**src/rtl/seq_fetch_unit.sv**
```systemverilog
// rtl/seq_fetch_unit.sv - program counter and sequence word fetch front end
//
// Purpose:
//   Owns the program counter and reads one sequence word at a time from a
//   synchronous program memory. Each fetched word is handed to the decoder
//   and executor over a valid/ready handshake. When a word is accepted, the
//   next PC is chosen from one of three sources: halt, a taken jump, or PC+1.
//   A next PC that would fall outside the memory ends the run with a sticky
//   error.
//
// Ports:
//   clk_i, rst_ni          clock, synchronous active-low reset
//   start_i, start_addr_i  start a run at start_addr_i (honoured only in IDLE)
//   stop_i                 abort; any state returns to IDLE
//   mem_rd_o, mem_addr_o   program memory read strobe / address (= PC)
//   mem_rdata_i            read data, valid one cycle after mem_rd_o
//   word_o, word_valid_o   fetched word to decoder, qualified by valid
//   word_ready_i           executor accepts word_o
//   jmp_en_i, jmp_dir_up_i, jmp_value_i
//                          decoder jump info (dir_up = toward lower addresses)
//   jmp_take_i             executor jump condition result
//   halt_i                 accepted word ends the run
//   pc_o, busy_o           current PC, not-idle indicator
//   done_o                 one-cycle pulse on normal run end
//   err_o                  sticky range error, cleared by an accepted start

module seq_fetch_unit #(
   parameter int ADDR_W = 8,
   parameter int WORD_W = 16,
   parameter int JMP_W  = 8
) (
   input  logic              clk_i,
   input  logic              rst_ni,
   input  logic              start_i,
   input  logic [ADDR_W-1:0] start_addr_i,
   input  logic              stop_i,
   output logic              mem_rd_o,
   output logic [ADDR_W-1:0] mem_addr_o,
   input  logic [WORD_W-1:0] mem_rdata_i,
   output logic [WORD_W-1:0] word_o,
   output logic              word_valid_o,
   input  logic              word_ready_i,
   input  logic              jmp_en_i,
   input  logic              jmp_dir_up_i,
   input  logic [JMP_W-1:0]  jmp_value_i,
   input  logic              jmp_take_i,
   input  logic              halt_i,
   output logic [ADDR_W-1:0] pc_o,
   output logic              busy_o,
   output logic              done_o,
   output logic              err_o
);

   // Target arithmetic is wide enough for both operands plus a carry bit and
   // a sign bit, so an out-of-range result can never alias into a legal PC.
   localparam int CW = ((JMP_W > ADDR_W) ? JMP_W : ADDR_W) + 2;

   typedef enum logic [1:0] {
      S_IDLE  = 2'd0,
      S_FETCH = 2'd1,
      S_WAIT  = 2'd2,
      S_VALID = 2'd3
   } state_t;

   state_t              state_q, state_d;
   logic [ADDR_W-1:0]   pc_q, pc_d;
   logic [WORD_W-1:0]   word_q, word_d;
   logic                err_q, err_d;
   logic                done_d;

   logic                accept;
   logic [CW-1:0]       pc_ext;
   logic [CW-1:0]       jmp_ext;
   logic [CW-1:0]       target;
   logic                range_err;

   assign accept  = (state_q == S_VALID) && word_ready_i;
   assign pc_ext  = CW'(pc_q);
   assign jmp_ext = CW'(jmp_value_i);

   always_comb begin
      target = pc_ext + CW'(1);
      if (jmp_en_i && jmp_take_i) begin
         if (jmp_dir_up_i) begin
            target = pc_ext - jmp_ext;
         end else begin
            target = pc_ext + jmp_ext;
         end
      end
   end

   // Negative (sign bit) or beyond the top of memory (any bit above ADDR_W).
   assign range_err = target[CW-1] | (|target[CW-2:ADDR_W]);

   always_comb begin
      state_d = state_q;
      pc_d    = pc_q;
      word_d  = word_q;
      err_d   = err_q;
      done_d  = 1'b0;

      case (state_q)
         S_IDLE: begin
            if (start_i) begin
               pc_d    = start_addr_i;
               err_d   = 1'b0;
               state_d = S_FETCH;
            end
         end
         S_FETCH: begin
            state_d = S_WAIT;
         end
         S_WAIT: begin
            word_d  = mem_rdata_i;
            state_d = S_VALID;
         end
         S_VALID: begin
            if (accept) begin
               if (halt_i) begin
                  done_d  = 1'b1;
                  state_d = S_IDLE;
               end else if (range_err) begin
                  err_d   = 1'b1;
                  state_d = S_IDLE;
               end else begin
                  pc_d    = target[ADDR_W-1:0];
                  state_d = S_FETCH;
               end
            end
         end
         default: begin
            state_d = S_IDLE;
         end
      endcase

      // Abort overrides everything decided above, including a start in IDLE.
      if (stop_i) begin
         state_d = S_IDLE;
         pc_d    = pc_q;
         word_d  = word_q;
         err_d   = err_q;
         done_d  = 1'b0;
      end
   end

   // Strobes are registered from the next state so they line up with the
   // state they describe while still coming straight out of flops.
   always_ff @(posedge clk_i) begin
      if (!rst_ni) begin
         state_q      <= S_IDLE;
         pc_q         <= '0;
         word_q       <= '0;
         err_q        <= 1'b0;
         done_o       <= 1'b0;
         mem_rd_o     <= 1'b0;
         word_valid_o <= 1'b0;
         busy_o       <= 1'b0;
      end else begin
         state_q      <= state_d;
         pc_q         <= pc_d;
         word_q       <= word_d;
         err_q        <= err_d;
         done_o       <= done_d;
         mem_rd_o     <= (state_d == S_FETCH);
         word_valid_o <= (state_d == S_VALID);
         busy_o       <= (state_d != S_IDLE);
      end
   end

   assign mem_addr_o = pc_q;
   assign pc_o       = pc_q;
   assign word_o     = word_q;
   assign err_o      = err_q;

endmodule

```
**config.mk**
```make
export PLATFORM = sky130hd
export DESIGN_NAME = seq_fetch_unit
export DESIGN_NICKNAME = d
export VERILOG_FILES = /design/src/rtl/seq_fetch_unit.sv
export SDC_FILE = /design/constraint.sdc
export NUM_CORES = 1
export LEC_CHECK = 0
export ABC_AREA = 1
export BUFFER_PORTS_ARGS = -buffer_cell sky130_fd_sc_hd__clkbuf_2
export CAP_MARGIN = 10
export CORE_UTILIZATION = 40
export CTS_CLUSTER_DIAMETER = 120
export DETAILED_ROUTE_END_ITERATION = 8
export PLACE_DENSITY_LB_ADDON = 0.08
export SYNTH_ARGS = -nofsm -noshare
export SYNTH_HDL_FRONTEND = slang
export SYNTH_SLANG_ARGS = --single-unit
```
**constraint.sdc**
```tcl
create_clock -name clk_i -period 2.3 [get_ports clk_i]
set_input_delay 0.23 -clock clk_i [delete_from_list [all_inputs] [get_ports clk_i]]
set_output_delay 0.23 -clock clk_i [all_outputs]
set_load 0.01 [all_outputs]
```
==> flow_results.xml <==
<?xml version="1.0" encoding="UTF-8"?>
<metrics>
  <group name="global_route">
    <metric name="maximum_number_of_pins_on_one_net_before_global_route_repair" unit="">24</metric>
    <metric name="via_count_of_the_first_global_routing_pass" unit="">2270</metric>
    <metric name="grt_overflow" unit="">0</metric>
    <metric name="grt_util_all_layers" unit="%">20.1</metric>
    <metric name="grt_pass1_wl" unit="mm">9.90</metric>
    <metric name="grt_antenna_before_repair" unit="">0</metric>
  </group>
  <group name="placed_design">
    <metric name="io_buffer_count" unit="">77</metric>
    <metric name="place.detailed.instances" unit="">491</metric>
    <metric name="gp_routability_congestion" unit="">0.781</metric>
    <metric name="place_hpwl" unit="mm">4.68</metric>
  </group>
  <group name="synth">
    <metric name="synth_top_flop_cell" unit="">sky130_fd_sc_hd__dfxtp_1</metric>
    <metric name="largest_family_of_logic_cells_by_synthesized_area" unit="">simple AND/OR/NAND/NOR gates</metric>
    <metric name="yosys.area_share.adder" unit="%">12.9</metric>
    <metric name="syn_nets" unit="">414</metric>
    <metric name="synth-warning-count" unit="">0</metric>
    <metric name="dominant_cells_by_area_after_synthesis" unit="">sky130_fd_sc_hd__dfxtp_1 27%, sky130_fd_sc_hd__ha_1 11%, sky130_fd_sc_hd__nand2_1 10%</metric>
    <metric name="yosys.area.top_type" unit="">sky130_fd_sc_hd__dfxtp_1</metric>
    <metric name="post_synth_and_or_nand_nor_area_fraction" unit="%">34.2</metric>
    <metric name="number_of_enable_type_register_cells_in_the_synthesized_netlist" unit="">0</metric>
    <metric name="synthesis.instances" unit="">350</metric>
    <metric name="postSynth.asyncResetShare" unit="%">0</metric>
    <metric name="yosys_register_bits" unit="">31</metric>
    <metric name="netlist-cell-type-count" unit="">35</metric>
    <metric name="synth-compound-area-share" unit="%">15.7</metric>
    <metric name="synth_largest_type_area_fraction" unit="%">26.5</metric>
    <metric name="syn-cell-area" unit="µm²">2340</metric>
    <metric name="synth_xor_xnor_area_share" unit="%">0</metric>
    <metric name="ys_seq_area_share" unit="%">26.5</metric>
    <metric name="synth.avg_cell_area" unit="µm²">6.69</metric>
    <metric name="synth_mux_area_share" unit="%">0</metric>
  </group>
  <group name="drt">
    <metric name="dr_total_vias" unit="">2417</metric>
    <metric name="topRoutingLayerUsed" unit="">met4</metric>
    <metric name="route.detailed.wl_per_inst" unit="µm">11.9</metric>
    <metric name="drt_iter0_markers" unit="">86</metric>
    <metric name="drt-total-wl" unit="mm">5.97</metric>
    <metric name="dr.pass1.iters" unit="">4</metric>
    <metric name="drc_errors" unit="">0</metric>
    <metric name="routed-wl-met2" unit="mm">2.86</metric>
    <metric name="antenna_left" unit="">0</metric>
    <metric name="routedLengthMet1" unit="mm">2.78</metric>
    <metric name="avgViaCountPerCell" unit="">4.81</metric>
    <metric name="met3RoutedLength" unit="µm">262</metric>
  </group>
  <group name="floorplanning">
    <metric name="core" unit="µm²">5570</metric>
    <metric name="chipWidth" unit="µm">78.5</metric>
    <metric name="std_cell_rows" unit="">27</metric>
    <metric name="die_area" unit="µm²">6160</metric>
    <metric name="ioPinCount" unit="">78</metric>
    <metric name="fp.dieH" unit="µm">78.5</metric>
    <metric name="initial_standard_cell_utilization_of_the_core" unit="%">42.0</metric>
  </group>
  <group name="sta">
    <metric name="setup_repair_after_global_routing_missed_its_margin" unit="">no</metric>
    <metric name="min_period_over_period" unit="%">92.9</metric>
    <metric name="final.setup_skew" unit="ns">0.00603</metric>
    <metric name="min_period" unit="ns">2.14</metric>
    <metric name="timing.fmax" unit="MHz">468</metric>
    <metric name="finalSetupTns" unit="ns">0</metric>
    <metric name="final_max_slew_viol_count" unit="">0</metric>
    <metric name="worst_pin_slew" unit="ns">0.522</metric>
    <metric name="max-slew-margin-rel" unit="%">65.2</metric>
    <metric name="setup_viol" unit="">0</metric>
    <metric name="hold_violations" unit="">0</metric>
  </group>
  <group name="power">
    <metric name="sw_frac_of_total" unit="%">32.1</metric>
    <metric name="power.ir.vdd_worst" unit="V">0.000425</metric>
    <metric name="power_per_cell_area" unit="nW/µm²">505</metric>
    <metric name="sequential_cell_fraction_of_total_power" unit="%">39.8</metric>
    <metric name="power" unit="mW">1.47</metric>
    <metric name="power_switching" unit="mW">0.472</metric>
    <metric name="cellLeakagePower" unit="nW">1.57</metric>
    <metric name="p_clk_share" unit="%">32.1</metric>
    <metric name="pint" unit="mW">1.00</metric>
    <metric name="share_comb_of_total_power" unit="%">28.2</metric>
  </group>
  <group name="worst_setup_path">
    <metric name="critPathArrivalTime" unit="ns">2.36</metric>
    <metric name="worstPathRequired" unit="ns">2.52</metric>
    <metric name="worst-path-max-fanout" unit="">7</metric>
    <metric name="path_buf_inv" unit="">3</metric>
    <metric name="top_cell_family_by_delay_on_the_critical_path" unit="">adder cells</metric>
    <metric name="critical_path_endpoint_category" unit="">flip-flop</metric>
    <metric name="timing.critical_path.cells" unit="">inv_1, ha_1, fa_1, inv_1, nand3_2, nand3_2, nand3b_2, nand2_2, nand2_4, a21oi_4, buf_4, o21ai_1, nor2_1</metric>
    <metric name="start_kind" unit="">flip-flop</metric>
    <metric name="cp_slowest_stage_delay" unit="ns">0.38</metric>
    <metric name="crit_path_top_delay_cell" unit="">sky130_fd_sc_hd__dfxtp_4</metric>
    <metric name="setup.worst_path.class" unit="">flip-flop to flip-flop</metric>
  </group>
  <group name="job">
    <metric name="cap_viol_max_count" unit="">0</metric>
  </group>
  <group name="cells_and_area">
    <metric name="fin_nets" unit="">493</metric>
    <metric name="share_of_layout_cells_above_drive_strength_1" unit="%">29.8</metric>
    <metric name="antenna_cells" unit="">0</metric>
    <metric name="synthToLayoutAreaGrowth" unit="%">24.5</metric>
    <metric name="layout.cells.non_filler" unit="">502</metric>
    <metric name="final.fill_count" unit="">600</metric>
    <metric name="multi_input_combinational_cell_area" unit="µm²">1490</metric>
    <metric name="sequential_cell_area" unit="µm²">624</metric>
    <metric name="layout.cells.most_common_list" unit="">77 x sky130_fd_sc_hd__clkbuf_2, 65 x sky130_fd_sc_hd__nand2_1, 57 x sky130_fd_sc_hd__nor2_1</metric>
    <metric name="most_frequent_standard_cell_in_the_layout_excluding_fill_and_tap_cells" unit="">sky130_fd_sc_hd__clkbuf_2</metric>
    <metric name="post-route-util" unit="%">52.3</metric>
  </group>
  <group name="clock_tree">
    <metric name="clock_sinks" unit="">31</metric>
    <metric name="postCtsHoldBufs" unit="">0</metric>
    <metric name="cts.root.buffer_cell" unit="">sky130_fd_sc_hd__clkbuf_8</metric>
    <metric name="cts_tree" unit="">done</metric>
    <metric name="bufs_on_longest_clock_path" unit="">2</metric>
    <metric name="h-tree-depth" unit="">2</metric>
    <metric name="cts-buffers-inserted" unit="">5</metric>
    <metric name="path_clk_slew" unit="ns">0.06</metric>
    <metric name="worst_skew_pair.late_latency" unit="ns">0.28</metric>
  </group>
  <group name="min_path">
    <metric name="worst_hold_path_type" unit="">input port to flip-flop</metric>
  </group>
  <group name="status">
    <metric name="run_status" unit="">finished, final reports clean</metric>
  </group>
</metrics>
[synthesized netlist by cell type, drive strengths merged, types with 4 or more instances]
| cell | count |
|---|---|
| nor2 | 60 |
| clkbuf | 4 |
| or2 | 6 |
| o21ai | 32 |
| nand4 | 4 |
| dfxtp | 31 |
| nand2 | 73 |
| nand3 | 24 |
| inv | 43 |
| ha | 21 |
| buf | 10 |
| a21oi | 25 |
[sequential cells by signal, indices dropped and copies added (netlist names)]
| name | flops |
|---|---|
| busy_o | 1 |
| done_o | 1 |
| err_o | 1 |
| mem_addr_o | 8 |
| mem_rd_o | 1 |
| state_q | 2 |
| word_o | 16 |
| word_valid_o | 1 |
[stage by stage]
step	area, µm²	setup WS [ns]	hold WS, ns
after floorplan	2340	0.244	0.365
after global placement	2780	0.0697	0.451
after detailed placement	2780	0.0229	0.460
after CTS	2880	0.00618	0.164
after global routing	2920	0.0276	0.181
final	2920	0.163	0.169
[routing by layer]
| layer | global-route usage [%] | vias to the layer above |
|---|---|---|
| li1 | - | 1276 |
| met1 | 24.0 | 1082 |
| met2 | 35.6 | 54 |
| met5 | 0 | - |
| met4 | 5.93 | 0 |
| met3 | 4.30 | 5 |
[power groups by stage]
stage                     Clock, mW  Sequential (mW)  Combinational [mW]
after CTS                     0.484            0.585               0.409
after floorplan                   0            0.609               0.266
after global placement            0            0.596               0.403
after detailed placement          0            0.597               0.407
final                         0.472            0.585               0.415
after global routing          0.505            0.588               0.473
[final timing paths]
path | from | end | slack, ns | depth (start not counted)
max reg2reg | mem_addr_o[0] | mem_addr_o[3] | 0.16 | 13
max | mem_addr_o[0] | mem_addr_o[3] | 0.16 | 13
min reg2reg | err_o | err_o | 0.49 | 2
min | mem_rdata_i[9] | word_o[9] | 0.17 | 3
[kinds of logic after synthesis]
group                      count (synthesis)
DFF                                       31
and+or+nand+nor                          173
adders and majority gates                 23
buffers and inverters                     58
AOI/OAI and AO/OA                         65
[area by class of cell]
class / count / area share [%]
multi-input cells: 262 / 51.1
flip-flops and latches: 31 / 21.4
repair buffers: 85 / 15.3
inverters: 44 / 5.67
clock buffers: 8 / 3.43
well taps: 72 / 3.09
[timing repair]
item	4_1_cts	5_1_grt
endpoints found under the setup margin	0	24
resized for setup	0	4
setup buffers	0	2
[worst reg2reg max path, cell delays in order, from the launching register on]
cell	delay, ns
sky130_fd_sc_hd__dfxtp_4	0.38
sky130_fd_sc_hd__inv_1	0.07
sky130_fd_sc_hd__ha_1	0.22
sky130_fd_sc_hd__fa_1	0.36
sky130_fd_sc_hd__inv_1	0.12
sky130_fd_sc_hd__nand3_2	0.09
sky130_fd_sc_hd__nand3_2	0.08
sky130_fd_sc_hd__nand3b_2	0.08
sky130_fd_sc_hd__nand2_2	0.11
sky130_fd_sc_hd__nand2_4	0.08
sky130_fd_sc_hd__a21oi_4	0.22
sky130_fd_sc_hd__buf_4	0.14
sky130_fd_sc_hd__o21ai_1	0.05
sky130_fd_sc_hd__nor2_1	0.07
(Power assumes the default switching activity.)
